<file path="src/rtl/up_bus_responder_pkg.sv">
// Shared constants for the microprocessor data-bus responder.
// Phase encodings and bus widths used by the top and debounce files.
package up_bus_responder_pkg;

    localparam logic PH_FETCH = 1'b0;
    localparam logic PH_EXEC  = 1'b1;

    localparam int DW = 4;
    localparam int AW = 12;

endpackage

</file>
<file path="src/rtl/up_bus_responder_btn.sv">
// Per-bit button conditioner: 2-flop synchronizer plus optional
// stability counter (enabled with DEBOUNCE_EN).
module btn_debounce
    import up_bus_responder_pkg::*;
#(
    parameter int DEB_CYCLES = 4
) (
    input  logic clk,
    input  logic reset,
    input  logic raw,
    output logic state
);

    logic syncA;
    logic syncB;

    always_ff @(posedge clk) begin
        if (reset) begin
            syncA <= 1'b0;
            syncB <= 1'b0;
        end else begin
            syncA <= raw;
            syncB <= syncA;
        end
    end

`ifdef DEBOUNCE_EN
    localparam logic [3:0] CNT_MAX = 4'(DEB_CYCLES - 1);

    logic [3:0] cnt;
    logic       stateQ;

    // Count consecutive samples that disagree with the held value.
    always_ff @(posedge clk) begin
        if (reset) begin
            cnt    <= '0;
            stateQ <= 1'b0;
        end else if (syncB == stateQ) begin
            cnt <= '0;
        end else if (cnt == CNT_MAX) begin
            cnt    <= '0;
            stateQ <= syncB;
        end else if (cnt != 4'hF) begin
            cnt <= cnt + 4'd1;
        end
    end

    assign state = stateQ;
`else
    localparam int unusedDebCycles = DEB_CYCLES;

    assign state = syncB;
`endif

endmodule

</file>
<file path="src/rtl/up_bus_responder.sv">
// Data RAM, output latch and pushbutton port for a 4-bit processor bus.
// Define DEBOUNCE_EN to filter the buttons with a stability counter.
module up_bus_responder
    import up_bus_responder_pkg::*;
#(
    parameter int RAM_AW     = 8,
    parameter int DEB_CYCLES = 4
) (
    input  logic          clock,
    input  logic          reset,
    input  logic          phase,
    input  logic          cs,
    input  logic          we,
    input  logic          oeIn,
    input  logic          loadOut,
    input  logic [AW-1:0] address_RAM,
    input  logic [DW-1:0] wr_data,
    input  logic [DW-1:0] pushbuttons,
    output logic [DW-1:0] data_bus,
    output logic [DW-1:0] FF_out,
    output logic [DW-1:0] btn_state,
    output logic          bus_conflict
);

    logic [DW-1:0]     mem [0:(1<<RAM_AW)-1];
    logic [RAM_AW-1:0] ramIdx;
    logic [AW-1:0]     unusedAddr;

    logic execOk;
    logic doWrite;
    logic rdSel;
    logic btnSel;
    logic conflict;

    // Upper address bits alias onto the same RAM words.
    assign ramIdx     = address_RAM[RAM_AW-1:0];
    assign unusedAddr = address_RAM;

    assign execOk   = (phase == PH_EXEC) && !reset;
    assign doWrite  = execOk && cs && we;
    assign conflict = oeIn && cs && !we;
    assign rdSel    = cs && !we && !oeIn;
    assign btnSel   = oeIn && !(cs && !we);

    always_ff @(posedge clock) begin
        if (doWrite) begin
            mem[ramIdx] <= wr_data;
        end
    end

    always_ff @(posedge clock) begin
        if (reset) begin
            FF_out       <= '0;
            bus_conflict <= 1'b0;
        end else begin
            if (execOk && loadOut) begin
                FF_out <= wr_data;
            end
            if (conflict) begin
                bus_conflict <= 1'b1;
            end
        end
    end

    always_comb begin
        data_bus = '0;
        unique case (1'b1)
            conflict: data_bus = '0;
            rdSel:    data_bus = mem[ramIdx];
            btnSel:   data_bus = btn_state;
            default:  data_bus = '0;
        endcase
    end

    for (genvar i = 0; i < DW; i++) begin : gBtn
        btn_debounce #(
            .DEB_CYCLES(DEB_CYCLES)
        ) uDeb (
            .clk  (clock),
            .reset(reset),
            .raw  (pushbuttons[i]),
            .state(btn_state[i])
        );
    end

endmodule

</file>
<file path="config.mk">
export PLATFORM = sky130hd
export DESIGN_NAME = up_bus_responder
export DESIGN_NICKNAME = d
export VERILOG_FILES = /design/src/rtl/up_bus_responder_pkg.sv /design/src/rtl/up_bus_responder_btn.sv /design/src/rtl/up_bus_responder.sv
export SDC_FILE = /design/constraint.sdc
export NUM_CORES = 1
export LEC_CHECK = 0
export CAP_MARGIN = 5
export CORE_ASPECT_RATIO = 1.5
export CORE_MARGIN = 5
export CORE_UTILIZATION = 25
export DETAILED_ROUTE_END_ITERATION = 16
export GPL_TIMING_DRIVEN = 0
export MAX_ROUTING_LAYER = met4
export PLACE_DENSITY = 0.51
export SLEW_MARGIN = 20
export SYNTH_ARGS = -nofsm -noshare
export SYNTH_HDL_FRONTEND = slang
export SYNTH_SLANG_ARGS = --single-unit
export TNS_END_PERCENT = 100
</file>
<file path="constraint.sdc">
create_clock -name clock -period 8.1 [get_ports clock]
set_input_delay 0.81 -clock clock [delete_from_list [all_inputs] [get_ports clock]]
set_output_delay 0.81 -clock clock [all_outputs]
set_load 0.005 [all_outputs]
</file>
==> results by group <==
Status
  • Status: finished clean

Place
  • DPL Wire Length: 91,510 um
  • Placed Area: 44,340 um^2
  • Port Buffers: 30
  • Dpl cells: 4,330
  • Gpl congestion: 0.9208

Yosys
  • Synthesized area per cell: 18.90 um^2
  • Synth area leaders: edfxtp_1, mux4_2, nor2_1
  • Distinct cells, synth: 54
  • Post-synth top flop: edfxtp_1
  • Synth area leader: edfxtp_1
  • Synthesis Warnings: 0
  • Post-synth top cells: edfxtp_1, nor2_1, mux4_2, mux2i_1, clkbuf_1
  • Post-synth EDFFs: 1,024
  • Post-synthesis net count: 2,204
  • Top-area cell type share of the netlist area: 0.7481
  • Synthesized cell area: 41,100 um^2
  • Fraction of registers with async set/reset: 0
  • Synth Register Bits: 1,037
  • Most numerous cell in the Yosys netlist: edfxtp_1
  • Synth Instances: 2,175
  • Sequential fraction of the synthesis area: 0.7544

Routing
  • Via-to-Cell Ratio: 4.832
  • First-pass iteration count of the detailed router: 6
  • Initial DRC Count: 2,133
  • WL/cell: 29.51 um
  • Final wirelength: 132,900 um
  • Antenna Nets Post-Route: 0
  • DRC Markers: 0
  • DR vias: 21.76k

Worst setup path
  • Worst setup SP type: input port
  • Crit Path Max Fanout: 10
  • CP Data Arrival Time: 5.88 ns
  • Worst reg2reg path depth: 2
  • Worst EP required: 7.29 ns
  • Critical R2R Capture: bus_conflict
  • R2r setup slk: 7.49 ns
  • Crit. End Element: primary output
  • Setup CP Type: in2out
  • RR Startpoint: bus_conflict

Cells and area
  • Finished Layout Cells: 4,503
  • Layout Nets: 2,340
  • Share of layout cells above drive strength 1: 0.1928
  • Synthesis-to-finish area growth: 15.37%
  • Final Cell Area: 47,420 um^2

STA
  • Max_slew headroom: 0.1434
  • Final period utilization: 0.8259
  • RSZ-0062 raised after global routing: no
  • Post-layout min period: 6.690 ns
  • Final Hold Vio Count: 0
  • Worst slew pin tran: 1.280 ns
  • Max Clock Skew: 0.007946 ns
  • FMAX: 149.5 MHz
  • Final slew viol count: 0
  • Final setup TNS: 0 ns
  • # setup viols final: 0

Floorplan
  • Initial Utilization: 0.2510
  • Die Ht: 506.6 um
  • Ports: 40
  • Die ar.: 172,800 um^2
  • Floorplan row count: 182
  • Total core area: 163,700 um^2
  • Die width: 341.1 um

Clock tree
  • Skew-Pair Late Insertion Delay: 0.72 ns
  • Post-CTS Setup Bufs: 0
  • Clk sinks: 1,037
  • CTS Buffer Depth: 3
  • CTS H-tree lvls: 3
  • CTS tree: built
  • Root Buffer: clkbuf_16
  • Total CTS buffers: 95
  • Post-cts repair resize count: 0
  • CTS Hold Bufs: 0
  • Reg clk slew, reported paths: 0.06 ns

Power
  • Peak supply drop: 0.2082 mV
  • Pwr/cell area: 233.5 nW/um^2
  • Share of power burned in the clock network: 0.411
  • Int Pwr: 0.008615 W
  • Switching share of total power: 0.2220
  • Combinational Power Share: 0.056
  • Seq pwr share: 0.532
  • Lkg Pwr: 14.37 nW
  • Net load switching power: 0.002459 W
  • Total Power: 0.01107 W

GRT
  • Antenna violations before repair: 6
  • Vias in the first global route: 22.98k
  • Largest net degree at the start of global routing: 127
  • First-pass GRT wire length: 182,100 um
  • Gr usage total: 0.1548
  • Total grt overflow: 0

Worst hold path
  • Hold Path Depth: 1
  • HP Class: in2reg
  • HP Start: wr_data[0]
  • WHS Endpoint: mem[5][0]

Flow run
  • Max-cap violations: 0
## worst max-delay path by stage
stage,startpoint,endpoint,cells past startpoint
2_1_floorplan,address_RAM[0],data_bus[0],10
3_3_place_gp,wr_data[3],mem[55][3],1
3_5_place_dp,address_RAM[5],data_bus[2],11
4_1_cts,address_RAM[5],data_bus[2],11
5_1_grt,address_RAM[5],data_bus[2],11
6_report,address_RAM[5],data_bus[2],11
## power groups by stage
stage | registers [W] | logic, W | clock network (W)
floorplan | 0.00601 | 0.000291 | 0
global route | 0.00589 | 0.000644 | 0.00482
global placement | 0.00608 | 0.000604 | 0
detailed placement | 0.00601 | 0.000624 | 0
finish | 0.00590 | 0.000622 | 0.00455
CTS | 0.00590 | 0.000625 | 0.00463
## critical path, stage by stage
cell,delay [ns]
clkdlybuf4s50_1,0.61
buf_2,0.33
buf_2,0.40
clkbuf_1,0.68
buf_2,0.66
buf_2,0.47
nor3_1,0.14
a211oi_1,0.62
a31oi_1,0.22
o221ai_1,0.33
clkdlybuf4s50_1,0.57
## cells by family (layout without fill, tap and decap cells)
logic type                 Yosys count  count (layout)  share of synthesized area
AOI/OAI and AO/OA                  210             210                    0.03437
adders and majority gates            2               2                  0.0006087
buffers and inverters              147             353                    0.01680
DFF                               1037            1037                     0.7544
muxes                              332             332                     0.1472
other                                0               6                          0
and+or+nand+nor                    447             447                    0.04657
## through the flow
stage	util	setup slack [ns]	hold slack, ns
final	0.2896	1.410	0.4128
after global routing	0.2896	1.467	0.4101
after CTS	0.2895	1.567	0.3864
after detailed placement	0.2708	1.581	0.4289
after global placement	0.2690	-1.619	0.4276
after floorplan	-	4.352	0.4138
## cells in the final DEF, fill, tap and decap left out, types with 10 or more instances in the layout
cell | synthesis | routed
edfxtp_1 | 1024 | 1024
nor2_1 | 283 | 283
mux4_2 | 217 | 217
mux2i_1 | 105 | 105
clkbuf_16 | 0 | 96
clkbuf_1 | 68 | 65
nand2_1 | 60 | 60
buf_2 | 48 | 50
a22oi_1 | 48 | 48
a21oi_1 | 47 | 47
o21ai_0 | 36 | 36
nand3_1 | 34 | 34
clkdlybuf4s50_1 | 0 | 26
nor2b_1 | 24 | 24
clkinv_1 | 1 | 23
clkbuf_2 | 0 | 18
buf_4 | 17 | 17
dfxtp_1 | 13 | 13
and3_1 | 13 | 13
a221oi_1 | 11 | 11
bufinv_16 | 0 | 11
clkinv_2 | 0 | 11
mux2_2 | 10 | 10
## flip-flops by register name (all words and copies together), names as in the netlist
name             flops
gBtn.uDeb.state      4
bus_conflict         1
mem               1024
gBtn.uDeb.syncA      4
FF_out               4
## area by class of cell
| cell class | instances | area (um^2) |
|---|---|---|
| fillers | 16070 | 116300 |
| diodes | 6 | 15.01 |
| flip-flops and latches | 1037 | 31010 |
| inverters | 5 | 18.77 |
| well taps | 2116 | 2648 |
| multi-input cells | 991 | 9403 |
| clock buffers | 111 | 2459 |
| clock inverters | 56 | 604.3 |
| repair buffers | 39 | 568.0 |
| plain buffers | 142 | 696.9 |
## layer usage
metal  vias to the layer above  wire length [um]  share of wire  global-route usage
li1                       9055                 -              -                   -
met1                     11480             45040           0.34              0.1581
met2                       934             71230           0.54              0.2822
met3                       289              8512          0.064             0.02828
met4                         0              8097          0.061             0.08050
met5                         -                 0              0                   -
(Power assumes the default switching activity.)
